==> src/rtl/inst_queue.sv <==
// rtl/inst_queue.sv - two-wide fetch-to-decode instruction queue; optional stats via INST_QUEUE_STATS_EN
module inst_queue #(
  parameter int XLEN        = 32,
  parameter int FETCH_WIDTH = 2,
  parameter int DEPTH       = 8
) (
  input  logic                        clk,
  input  logic                        reset,
  input  logic [FETCH_WIDTH-1:0]      if_valid,
  input  logic [FETCH_WIDTH*XLEN-1:0] if_pc,
  input  logic [FETCH_WIDTH*XLEN-1:0] if_instr,
  output logic                        fetch_stall,
  input  logic                        redirect_en,
  output logic [1:0]                  dq_valid,
  output logic [2*XLEN-1:0]           dq_pc,
  output logic [2*XLEN-1:0]           dq_instr,
  input  logic [1:0]                  dec_ready
`ifdef INST_QUEUE_STATS_EN
  ,
  output logic [31:0]                 perf_full_cycles,
  output logic [31:0]                 perf_flushes
`endif
);

  localparam int AW = $clog2(DEPTH);

  typedef enum logic {IDLE, SQUASH} sq_state_t;

  logic [XLEN-1:0] pc_mem    [DEPTH];
  logic [XLEN-1:0] instr_mem [DEPTH];
  logic [AW-1:0]   head;
  logic [AW-1:0]   tail;
  logic [AW:0]     count;
  sq_state_t       sq_state;
  sq_state_t       sq_state_next;
  logic            squash_pending;
  logic            accept;
  logic [1:0]      enq_n;
  logic [1:0]      deq_n;
  logic [AW-1:0]   head_p1;
  logic [AW-1:0]   tail_p1;

  assign squash_pending = (sq_state == SQUASH);
  assign fetch_stall    = (count > (AW+1)'(DEPTH - 2));
  assign accept         = (|if_valid) && !fetch_stall && !redirect_en && !squash_pending;
  assign enq_n          = {1'b0, if_valid[0] & accept} + {1'b0, if_valid[1] & accept};
  assign deq_n          = {1'b0, dq_valid[0] & dec_ready[0]}
                        + {1'b0, dq_valid[1] & dec_ready[1] & dec_ready[0]};
  assign head_p1        = head + AW'(1);
  assign tail_p1        = tail + AW'(1);

  // Squash tracker: remember that fetch is still holding a wrong-path bundle after a flush
  always_ff @(posedge clk) begin
    if (reset) begin
      sq_state <= IDLE;
    end else begin
      sq_state <= sq_state_next;
    end
  end

  // Arm on a redirect that catches a held bundle; disarm when that bundle is offered and dropped
  always_comb begin
    sq_state_next = sq_state;
    case (sq_state)
      IDLE: begin
        if (redirect_en && fetch_stall && (|if_valid)) begin
          sq_state_next = SQUASH;
        end
      end
      SQUASH: begin
        if (!redirect_en && (|if_valid) && !fetch_stall) begin
          sq_state_next = IDLE;
        end
      end
      default: sq_state_next = IDLE;
    endcase
  end

  // Pointer and occupancy bookkeeping; a redirect empties the queue outright
  always_ff @(posedge clk) begin
    if (reset || redirect_en) begin
      head  <= '0;
      tail  <= '0;
      count <= '0;
    end else begin
      head  <= head + AW'(deq_n);
      tail  <= tail + AW'(enq_n);
      count <= count + (AW+1)'(enq_n) - (AW+1)'(deq_n);
    end
  end

  // Storage write: valid lanes are packed into consecutive slots starting at tail
  always_ff @(posedge clk) begin
    if (accept) begin
      if (if_valid[0]) begin
        pc_mem[tail]    <= if_pc[XLEN-1:0];
        instr_mem[tail] <= if_instr[XLEN-1:0];
        if (if_valid[1]) begin
          pc_mem[tail_p1]    <= if_pc[2*XLEN-1:XLEN];
          instr_mem[tail_p1] <= if_instr[2*XLEN-1:XLEN];
        end
      end else begin
        pc_mem[tail]    <= if_pc[2*XLEN-1:XLEN];
        instr_mem[tail] <= if_instr[2*XLEN-1:XLEN];
      end
    end
  end

  // Decode view: oldest two entries, zeroed when not valid
  always_comb begin
    dq_valid = {count >= (AW+1)'(2), count >= (AW+1)'(1)};
    dq_pc    = '0;
    dq_instr = '0;
    if (dq_valid[0]) begin
      dq_pc[XLEN-1:0]    = pc_mem[head];
      dq_instr[XLEN-1:0] = instr_mem[head];
    end
    if (dq_valid[1]) begin
      dq_pc[2*XLEN-1:XLEN]    = pc_mem[head_p1];
      dq_instr[2*XLEN-1:XLEN] = instr_mem[head_p1];
    end
  end

`ifdef INST_QUEUE_STATS_EN
  // Saturating event counters for stall cycles and flushes
  always_ff @(posedge clk) begin
    if (reset) begin
      perf_full_cycles <= '0;
      perf_flushes     <= '0;
    end else begin
      if (fetch_stall && (perf_full_cycles != '1)) begin
        perf_full_cycles <= perf_full_cycles + 32'd1;
      end
      if (redirect_en && (perf_flushes != '1)) begin
        perf_flushes <= perf_flushes + 32'd1;
      end
    end
  end
`endif

endmodule

==> config.mk <==
export PLATFORM = sky130hd
export DESIGN_NAME = inst_queue
export DESIGN_NICKNAME = d
export VERILOG_FILES = /design/src/rtl/inst_queue.sv
export SDC_FILE = /design/constraint.sdc
export NUM_CORES = 1
export LEC_CHECK = 0
export CORE_MARGIN = 2
export CORE_UTILIZATION = 60
export DETAILED_ROUTE_END_ITERATION = 6
export HOLD_SLACK_MARGIN = 0.15
export PLACE_DENSITY = 0.82
export RECOVER_POWER = 25
export SLEW_MARGIN = 40
export SYNTH_ARGS = -nofsm -noshare
export SYNTH_HDL_FRONTEND = slang
export SYNTH_SLANG_ARGS = --single-unit
==> constraint.sdc <==
create_clock -name clk -period 13.27 [get_ports clk]
set_input_delay 3.981 -clock clk [delete_from_list [all_inputs] [get_ports clk]]
set_output_delay 3.981 -clock clk [all_outputs]
set_load 0.01 [all_outputs]
# [Word level (Yosys, flattened, before mapping)]
# Memories as Yosys holds them, arrays and structs flattened. A register that Yosys moved wholly into a read port is not among the register bits.
# Cells that the tools add are included.
[word_totals] ff_bits=11 ramBits=512 input_bits=135 output_inout_bits=131 word_cells=58 n_memories=2
[classes] n_addsub=8 n_lt_le_gt_ge=3 n_mux=21 bitwise=8 reduce_logical=12
[memory_table] name="instr_mem" words=8 width=32 read_ports=2 rd_clocked_by_memory_dff=1 wr=2 line="30" rtl="logic [XLEN-1:0] instr_mem [DEPTH];"
[memory_table] name="pc_mem" words=8 width=32 read_ports=2 rd_clocked_by_memory_dff=1 wr=2 line="29" rtl="logic [XLEN-1:0] pc_mem [DEPTH];"
[ops] cell="$mux 32" n=6
[ops] cell="$mux 1" n=12
[ops] cell="$logic_and 1x1->1" n=7
[ops] cell="$add 3x1->3 const B" n=2
[ops] cell="$add 3x2->3" n=2
[ops] cell="$mux 3" n=2
[ops] cell="$and 1x1->1" n=5
[ops] cell="$add 1x1->2" n=2
[ops] cell="$add 4x2->4" n=1
[ops] cell="$ge 4x1->1 const B" n=1
[ops] cell="$ge 4x2->1 const B" n=1
[ops] cell="$gt 4x3->1 const B" n=1
[ops] cell="$sub 4x2->4" n=1
[ops] cell="$logic_not 1->1" n=3
[ops] cell="$or 1x1->1" n=2
[ops] cell="$pmux 1 s2" n=1
[ops] cell="$reduce_or 2->1" n=1
[ops] cell="$logic_or 1x1->1" n=1
[ops] cell="$not 1->1" n=1

# [Depth between registers and ports, before layout]
[logic_depth] word_depth=9 depth_mapped=16 mapped_depth_nobuf=15

# [Worst setup path after synthesis]
# No wires, ideal clock.
[synth_timing] path_kind="input to register" startpoint="input port if_valid[0]" endpoint="memory instr_mem[7][0] (enable)" setup_ns=0.507 t_arrival_ns=7.735 t_required_ns=12.763 setup_slack_ns=5.028 cell_stages=5 n_path_buf=1 cell_sequence="clkbuf_1 -> nor2_1 -> nor2b_1 -> nand3_1 -> a21oi_1"
[synth_rtl] element="start: declaration" line="9" rtl="input logic [FETCH_WIDTH-1:0] if_valid,"
[synth_rtl] element="end: declaration" line="30"

==> reports/qor.yml <==
cells_and_area:
  syn_to_final_growth_pct: 15.9
  stdcell_count: 2823
  fill_cells: 3394
  design_area_sq_um: 35300
  regArea_sq_um: 15600
  layout-drive-gt1-share: 0.348
  final_cell_mix: "512 x edfxtp_1, 374 x mux2_2, 262 x clkdlybuf4s50_1"
  multi_input_area_sq_um: 14100
  nNetsFinal: 2250
  final_common_cell: "edfxtp_1"
worst_setup_path:
  critPathTopFamily: "buffers and inverters"
  worstPathRequired_ps: 9290
  start_kind: "flip-flop"
  end_kind: "output port"
  crit_buf_inv: 5
  cpPeakStageDelay_ps: 730
  worstPathMaxFanout: 47
  cp_slowest_cell: "buf_4"
  cp_common_cell: "buf_4"
  crit_chain: "buf_4, buf_12, buf_6, buf_4, mux4_2, mux2i_1, nor2_1, clkdlybuf4s50_1"
  path_class: "flip-flop to output port"
  cp.arrival_ps: 4440
global_route:
  met1_usage: 0.407
  busiest_layer: "met2"
  grtUsageTotal: 0.314
  grt_use_met3: 0.0507
  grt_pass1_wl_um: 123000
  grt_start_max_net_pins: 60
  grt-ovfl-total: 0
  grt_pass1_vias: 19800
  antenna_found_initial: 15
  use_met2: 0.536
timing:
  whs_ps: 510
  worst-slew-pin-transition_ps: 3140
  fin_crit_sh: 0.635
  layout_min_cycle_time_ps: 8420
  max_freq_mhz: 119
  slew_headroom: -1.10
  rsz0062_at_grt: "false"
  fin_skew_ps: 10.8
  setup_viol: 0
  final_max_slew_viol_count: 185
  tns_ps: 0
  final-hold-violation-count: 0
floorplan:
  die_h_um: 229
  ios: 266
  start_util: 0.608
  rows: 82
  dieArea_sq_um: 52500
  core_area_sq_um: 50100
  die_w_um: 229
worst_hold_path:
  holdCritPathClass: "flip-flop to flip-flop"
outcome:
  status: "finished, violations left"
  violations: "max-capacitance violations, max-slew violations"
place:
  gp_congestion: 0.812
  portBuffers: 265
  dpl.hpwl_um: 46900
  placed_cells: 2713
  dpl_cell_area_sq_um: 33800
yosys:
  syn_area_per_cell_sq_um: 16.2
  synth_seq_cells: 523
  syn_inst: 1878
  syn_area_sq_um: 30400
  ys_types: 36
  ys_seq_area_frac: 0.513
  synth_nets: 2030
  yosysWarningCount: 0
clock_tree:
  cts_setup_buffers: 0
  cts_hold_buffers: 0
  clk_pin_slew_worst_paths_ps: 60
  cts_tree: "done"
  post_cts_resized: 0
  cts_buffers: 55
  clockBufferDepth: 3
  cts_root_buf: "clkbuf_16"
  htree_levels: 2
  clock_latency_ps: 600
  clock_sinks: 523
detailed_routing:
  viasPerCell: 6.78
  wl_per_cell_um: 29.3
  routed_wl_um: 82700
  drt_iter0_drc: 2037
  vias: 19100
  drc: 0
  ant_nets: 0
  dr.pass1.iters: 5
pwr:
  power_density_nw_per_um2: 153
  power.leakage_nw: 11.1
  ir_worst_vdd_v: 0.000153
job:
  drv_cap: 8
==> logic make-up (layout without fill, tap and decap cells) <==
kind of cell	after synthesis	count (layout)	synth area share
flip-flops	523	523	0.513
multiplexers	832	832	0.400
XOR/XNOR	8	8	0.00280
adder cells (fa/ha/maj)	17	17	0.00798
AND/OR/NAND/NOR	249	249	0.0343
AO/OA/AOI/OAI	89	89	0.0161
other	0	12	0
buffers and inverters	160	421	0.0262
==> worst paths after layout <==
check,start,to,slack (ps),cells after the start
worst max register to register,tail[0]$_SDFF_PP0_,instr_mem[5][15]$_DFFE_PP_,8420,8
worst max-delay path,head[1]$_SDFF_PP0_,dq_pc[14],4850,8
worst min-delay path,sq_state$_SDFF_PP0_,sq_state$_SDFF_PP0_,510,2
worst min register to register,sq_state$_SDFF_PP0_,sq_state$_SDFF_PP0_,510,2
==> sequential cells by signal, indices dropped and copies added (netlist names) <==
signal / cells
count: 4
pc_mem: 256
head: 3
instr_mem: 256
tail: 3
sq_state: 1
==> final cells by class <==
class | count | share of cell area
clock buffers | 76 | 0.0428
repair buffers | 308 | 0.0851
multi-input cells | 1195 | 0.398
inverters | 15 | 0.00160
well taps | 672 | 0.0238
clock inverters | 22 | 0.00490
flip-flops and latches | 523 | 0.443
diodes | 12 | 0.000851
==> synthesized netlist by cell type (all sizes together) <==
cell type,instances,area (sq um)
clkbuf,44,165
fa,4,80.1
mux2,512,5770
nand2,139,567
xor2,3,33.8
nand3,6,30.0
mux2i,64,641
nor3,3,15.0
dfxtp,11,220
and2,8,50.1
buf,101,577
o21ai,12,82.6
and3,3,18.8
xnor2,5,51.3
or3b,1,8.76
nor2,81,304
a21o,2,15.0
ha,13,163
a22oi,4,30.0
edfxtp,512,15400
nand2b,2,12.5
a21oi,70,350
inv,15,56.3
or3,1,6.26
a211oi,1,12.5
or2,1,6.26
nor2b,4,25.0
mux4,256,5770
==> power breakdown <==
part	internal, mW	total, mW	switching [mW]
Combinational	0.973	1.98	1.01
Sequential	1.90	1.94	0.0430
Clock	0.844	1.47	0.631
Total	3.72	5.40	1.68
==> layer usage <==
layer	vias up	share of wire
li1	8027	-
met1	9959	0.37
met2	981	0.51
met3	162	0.085
met4	6	0.030
met5	-	0.00054
==> worst register-to-register path, delay by kind of cell, from the launching register on <==
kind / cells / cell delay [ps]
buffers and inverters: 3 / 1920
multiplexers: 1 / 460
XOR/XNOR: 1 / 210
adder cells (fa/ha/maj): 1 / 320
AO/OA/AOI/OAI: 1 / 1050
AND/OR/NAND/NOR: 1 / 80
flip-flops: 1 / 540
==> metrics by stage <==
step	setup WS [ps]	power, mW	utilization
after floorplan	5030	3.10	-
after global placement	5100	3.92	0.671
after detailed placement	5420	3.96	0.674
after CTS	4770	5.43	0.708
after global routing	4600	5.59	0.704
final	4850	5.40	0.704
No activity file was read; power rests on OpenSTA's default activity.
